**src/rtl/demux_bit_collector.sv**
```systemverilog
// Reassembles one-hot routed bits from a 1:8 demultiplexer into a byte with a valid/ready output.
// Optional macro DEMUX_COLLECT_PARITY_EN adds an even-parity output registered with out_data.
module demux_bit_collector #(
    parameter int DUP_POLICY = 0
) (
    input  logic       clk,
    input  logic       rst,
    input  logic [7:0] y,
    input  logic [2:0] s,
    input  logic       in_valid,
    output logic       in_ready,
    input  logic       clear,
    output logic [7:0] out_data,
    output logic       out_valid,
    input  logic       out_ready,
    output logic       dup_err,
    output logic       stray_err
`ifdef DEMUX_COLLECT_PARITY_EN
    ,
    output logic       out_parity
`endif
);

    typedef enum logic {
        COLLECT = 1'b0,
        PRESENT = 1'b1
    } state_t;

    state_t     state_q, state_d;
    logic [7:0] mask_q, mask_d;
    logic [7:0] asm_q, asm_d;
    logic [7:0] out_data_q, out_data_d;
    logic       dup_q, dup_d;
    logic       stray_q, stray_d;
    logic [7:0] sel_onehot;
    logic       accept;
`ifdef DEMUX_COLLECT_PARITY_EN
    logic       parity_q, parity_d;
`endif

    assign sel_onehot = 8'b1 << s;
    assign in_ready   = (state_q == COLLECT);
    assign accept     = in_valid && in_ready;

    always_comb begin
        state_d    = state_q;
        mask_d     = mask_q;
        asm_d      = asm_q;
        out_data_d = out_data_q;
        dup_d      = 1'b0;
        stray_d    = 1'b0;
`ifdef DEMUX_COLLECT_PARITY_EN
        parity_d   = parity_q;
`endif
        if (state_q == COLLECT) begin
            // clear wins over a beat arriving in the same cycle
            if (clear) begin
                mask_d = 8'h00;
                asm_d  = 8'h00;
            end else if (accept) begin
                dup_d   = mask_q[s];
                stray_d = |(y & ~sel_onehot);
                if (!mask_q[s] || (DUP_POLICY == 0)) begin
                    asm_d[s] = y[s];
                end
                mask_d = mask_q | sel_onehot;
                if (&mask_d) begin
                    out_data_d = asm_d;
`ifdef DEMUX_COLLECT_PARITY_EN
                    parity_d   = ^asm_d;
`endif
                    mask_d     = 8'h00;
                    state_d    = PRESENT;
                end
            end
        end else begin
            if (out_ready) begin
                state_d = COLLECT;
            end
        end
    end

    always_ff @(posedge clk) begin
        if (rst) begin
            state_q    <= COLLECT;
            mask_q     <= 8'h00;
            asm_q      <= 8'h00;
            out_data_q <= 8'h00;
            dup_q      <= 1'b0;
            stray_q    <= 1'b0;
`ifdef DEMUX_COLLECT_PARITY_EN
            parity_q   <= 1'b0;
`endif
        end else begin
            state_q    <= state_d;
            mask_q     <= mask_d;
            asm_q      <= asm_d;
            out_data_q <= out_data_d;
            dup_q      <= dup_d;
            stray_q    <= stray_d;
`ifdef DEMUX_COLLECT_PARITY_EN
            parity_q   <= parity_d;
`endif
        end
    end

    assign out_data  = out_data_q;
    assign out_valid = (state_q == PRESENT);
    assign dup_err   = dup_q;
    assign stray_err = stray_q;
`ifdef DEMUX_COLLECT_PARITY_EN
    assign out_parity = parity_q;
`endif

endmodule

```
**config.mk**
```make
export PLATFORM = sky130hd
export DESIGN_NAME = demux_bit_collector
export DESIGN_NICKNAME = d
export VERILOG_FILES = /design/src/rtl/demux_bit_collector.sv
export SDC_FILE = /design/constraint.sdc
export NUM_CORES = 1
export LEC_CHECK = 0
export CELL_PAD_IN_SITES_DETAIL_PLACEMENT = 2
export CELL_PAD_IN_SITES_GLOBAL_PLACEMENT = 2
export CORE_ASPECT_RATIO = 1.25
export CORE_MARGIN = 5
export CORE_UTILIZATION = 27
export CTS_CLUSTER_SIZE = 16
export DETAILED_ROUTE_END_ITERATION = 8
export GPL_TIMING_DRIVEN = 0
export PLACE_DENSITY_LB_ADDON = 0.1
export SLEW_MARGIN = 10
export SYNTH_ARGS = -nofsm -noshare
export SYNTH_HDL_FRONTEND = slang
export SYNTH_SLANG_ARGS = --single-unit
```
**constraint.sdc**
```tcl
create_clock -name clk -period 2.05 [get_ports clk]
set_input_delay 0.3075 -clock clk [delete_from_list [all_inputs] [get_ports clk]]
set_output_delay 0.3075 -clock clk [all_outputs]
set_load 0.02 [all_outputs]
```
**Word-level counts from Yosys, hierarchy flattened**

Index checks and enable logic that the tools add are counted.

- $lt $le $gt $ge: 2
- Shift-type cells: 1
- Muxes and demuxes: 17
- Bitwise logic cells: 6
- Reductions and logical operators: 8

Operators by type and width:

| operator | count |
|---|---|
| $mux 8 | 5 |
| $reduce_and 11->1 | 1 |
| $and 8x8->8 | 1 |
| $bwmux 8 | 1 |
| $mux 1 | 8 |
| $not 8->8 | 1 |
| $or 8x8->8 | 1 |
| $reduce_and 8->1 | 1 |
| $reduce_or 8->1 | 1 |
| $shl 1x3->8 const A | 1 |
| $bmux 1 s3 | 2 |
| $lt 3x4->1 const B | 1 |
| $reduce_or 4->1 | 1 |
| $demux 1 s3 | 1 |
| $ge 3x1->1 const B | 1 |
| $not 1->1 | 3 |
| $logic_and 1x1->1 | 2 |
| $reduce_and 2->1 | 1 |
| $reduce_bool 2->1 | 1 |

- Bits in registers: 27
- Bits of input ports: 16
- Output and inout bits: 12
- Logic and storage cells: 40

**Depth between registers and ports, before layout**

- Word-level depth: 7
- Gate-level depth with buffers: 7

**Worst setup path after synthesis**

No wires, ideal clock.

- Path kind: input to register
- Start point: input port s[0]
- End point: register out_data_q[0] (netlist: out_data[0])
- Setup time: 0.070 ns
- Arrival time: 1.852 ns
- Required time: 1.980 ns
- Slack: 0.128 ns
- Stages: 7
- Path buffers: 2
- Cell sequence: buf_6 > nor3b_2 > nand2_1 > a22o_1 > or4_1 > buf_2 > o2bb2ai_1

- Cells in the longest elaborated chain, start to end: 5
- Elaborated cells between the ends (all ways): 11
- Those cells by class: 2 x order compare; 1 x shift; 5 x mux; 1 x bitwise; 2 x reduce/logical

Ends and longest elaborated chain:

| element | RTL line | text |
|---|---|---|
| from (decl) | 9 | `input logic [2:0] s,` |
| $lt 3x4->1 (implied by the code) / $ge 3x1->1 (equally long branches) | 64 | `asm_d[s] = y[s];` |
| $logic_and 1x1->1 (implied by the code) | 64 |  |
| $mux 1 (implied by the code) | 64 |  |
| $demux 1 s3 | 64 |  |
| $bwmux 8 | 64 |  |
| to (signal assigned) | 98 | `out_data_q <= out_data_d;` |
| to (decl) | 32 | `logic [7:0] out_data_q, out_data_d;` |

Several ways; a longest one is shown, not always the timed one. The select of a mux whose other input is x is not followed.
A chain may end at the register's enable or synchronous reset.

**Worst setup path in the final report**

- Start point: input port s[1]
- End point: register out_data_q[0] (netlist: out_data[0])

Same word-level chain as after synthesis.

==> flow_summary_export.csv <==
group,metric,value,unit
critical_path,endpoint_kind,"flip-flop",
floorplan,row_count,29,
logic_synthesis,ys_types,35,
pwr,switching_power,0.281,mW
global_routing,gr-usage-met2,26.7,%
logic_synthesis,synthCells,167,
global_routing,met3_usage,2.52,%
routing,drt-total-wl,4.92,mm
sta,setup_viol,0,
critical_path,required,2.26,ns
routing,wl_per_cell,18.4,um
place,io_buffer_count,27,
sta,tightest_slew,0.540,ns
routing,final_antenna_net_count,0,
routing,drc,0,
sta,final.setup.tns,0,ns
pwr,peakVddDrop,274,uV
cts,cts_sinks,27,
sta,clock_skew,0.00837,ns
routing,vias,1431,
pwr,p_clk_share,31.2,%
critical_path,worstSetupPathType,"input pin to flip-flop",
routing,viasPerCell,5.34,
logic_synthesis,synth_area_per_cell,8.65,sq um
cells_and_area,fillers,601,
routing,first_pass_iters,4,
routing,drtIter0Drc,39,
logic_synthesis,netlist_top_cells_area,"dfxtp_1, mux2i_1, o21ai_0",
cts,clk_latency,0.28,ns
sta,rsz0062_at_grt,"no",
pwr,comb_power_share,17.0,%
logic_synthesis,ys_warn_count,0,
logic_synthesis,synth_top_area_share,37.4,%
critical_path,path_cells,"dlygate4sd2_1 -> buf_4 -> nor3b_4 -> o21ai_2 -> a22o_4 -> or4_4 -> buf_6 -> o2bb2ai_1",
sta,maxSlewHeadroom,64.0,%
cells_and_area,multi_input_area,915,sq um
outcome,status,"completed",
critical_path,worstPathMaxFanout,8,
sta,hold_viol,0,
global_routing,grt-ovfl-total,0,
floorplan,core,0.00515,sq mm
pwr,powerDensity,517,mW/mm^2
floorplan,die_w,75.4,um
cts,clkTransAtPathRegs,0.09,ns
logic_synthesis,synth_edf_count,0,
logic_synthesis,async_flop_share,0,%
floorplan,die_h,91.8,um
logic_synthesis,synthesis.area,0.00144,sq mm
pwr,power_frac_seq,51.9,%
global_routing,grtUsageTotal,15.4,%
logic_synthesis,synth_nets,183,
cells_and_area,drive_gt1_share,17.5,%
sta,post-route-min-period,1.95,ns
critical_path,cp-start-kind,"input pin",
flow_run,cap_violations,0,
sta,finalCritPeriodShare,95.2,%
place,hpwl,3.69,mm
cells_and_area,seqCellArea,541,sq um
cells_and_area,final_common_cell,"dfxtp_1",
floorplan,start_util,28.0,%
cts,numCtsBuffers,3,
global_routing,grt_max_degree,16,
global_routing,grt_pass1_vias,1629,
cts,cts-root-buf,"clkbuf_8",
sta,slew_violations,0,
logic_synthesis,synth-seq-cells,27,
logic_synthesis,synth_area_leader_cell,"dfxtp_1",
sta,max_freq,512,MHz
cells_and_area,fin_nets,223,
global_routing,grt_pass1_wl,8.34,mm
critical_path,crit_slowest_cell,"or4_4",
cells_and_area,fin_cells,268,
global_routing,use_met1,19.6,%
global_routing,busiest_layer,"met2",
critical_path,path_delay_family,"simple AND/OR/NAND/NOR gates",
floorplan,dieArea,0.00692,sq mm
cells_and_area,area_growth,37.7,%
pwr,p_sw_share,27.4,%
cts,cts_max_path_buffers,2,
cts,cts.htree.levels,1,
cts,cts_tree,"yes",
pwr,p_leak,0.700,nW
cells_and_area,layout_common_cells,"dfxtp_1, clkdlybuf4s50_1, nand2_1",
hold_path,min_path_type,"flip-flop to flip-flop",
critical_path,critPathArrivalTime,2.17,ns
global_routing,antenna_found_initial,0,
critical_path,cpPeakStageDelay,0.52,ns
floorplan,ios,28,
pwr,p_int,0.746,mW
critical_path,cp_num_buf_inv,3,
place,gp_congestion,0.777,
cells_and_area,diodes,0,
place,placedCellCount,256,
logic_synthesis,ys.flop_type,"dfxtp_1",
logic_synthesis,ys_seq_area_share,37.4,%
==> repair_timing <==
action	CTS	global route
hold buffers	0	0
endpoints found under the setup margin	18	9
gates resized for setup	20	6
gates cloned	1	0
buffers inserted	7	0
==> metrics by stage <==
stage                     hold slack, ns  util, %  power [mW]  area, sq um  setup WS [ns]
after floorplan                    0.377        -       0.630         1440          0.128
after global placement             0.439     34.8       0.695         1790         -0.917
after detailed placement           0.445     34.8       0.700         1790          -1.03
after CTS                          0.479     38.3        1.04         1980         0.0426
after global routing               0.491     38.6        1.08         1990        0.00321
final                              0.475     38.6        1.03         1990         0.0983
==> cell type report <==
class,instances,share of cell area (%)
clock buffers,3,2.08
clock inverters,1,0.252
multi-input cells,124,46.0
inverters,8,1.51
repair buffers,35,16.2
well taps,62,3.90
flip-flops and latches,27,27.2
plain buffers,8,2.83
==> power by group through the flow <==
stage               Sequential [mW]  Clock, mW  Combinational [mW]
floorplan                     0.545          0              0.0850
global placement              0.544          0               0.150
detailed placement            0.545          0               0.156
CTS                           0.533      0.333               0.174
global route                  0.534      0.360               0.190
finish                        0.533      0.320               0.174
==> synth_stat cells (4+ instances only) <==
cell type,count
dfxtp_1,27
nand2_1,20
o21ai_0,18
mux2i_1,12
inv_1,8
nor2_1,8
o2bb2ai_1,8
o22ai_1,7
a22o_1,6
a21oi_1,5
nand3_1,5
clkbuf_1,4
==> flip-flops by register name, summed over array words and instances (netlist names) <==
signal,flops
mask_q,8
out_data,8
asm_q,8
stray_err,1
dup_err,1
out_valid,1
==> layer usage <==
layer | vias up | wire length, um
met5 | - | 0
met4 | 0 | 53
met3 | 4 | 117
met2 | 17 | 2580
met1 | 714 | 2180
li1 | 696 | -
==> cells by family (layout without fill, tap and decap cells) <==
kind of cell / Yosys count / count (layout) / synth area share, %
buffers and inverters: 16 / 55 / 5.37
DFF: 27 / 27 / 37.4
AOI/OAI and AO/OA: 58 / 58 / 26.4
muxes: 14 / 14 / 11.4
and+or+nand+nor: 52 / 52 / 19.3
==> final timing paths <==
path                            start                       end  slack [ns]  cells past startpoint
max                              s[1]  out_data[0]$_SDFFE_PP0P_         0.1                      8
min          out_data[2]$_SDFFE_PP0P_  out_data[2]$_SDFFE_PP0P_        0.48                      1
max reg2reg    mask_q[6]$_SDFFE_PP0P_  out_data[0]$_SDFFE_PP0P_        0.30                      6
min reg2reg  out_data[2]$_SDFFE_PP0P_  out_data[2]$_SDFFE_PP0P_        0.48                      1
No activity file was read; power rests on OpenSTA's default activity.
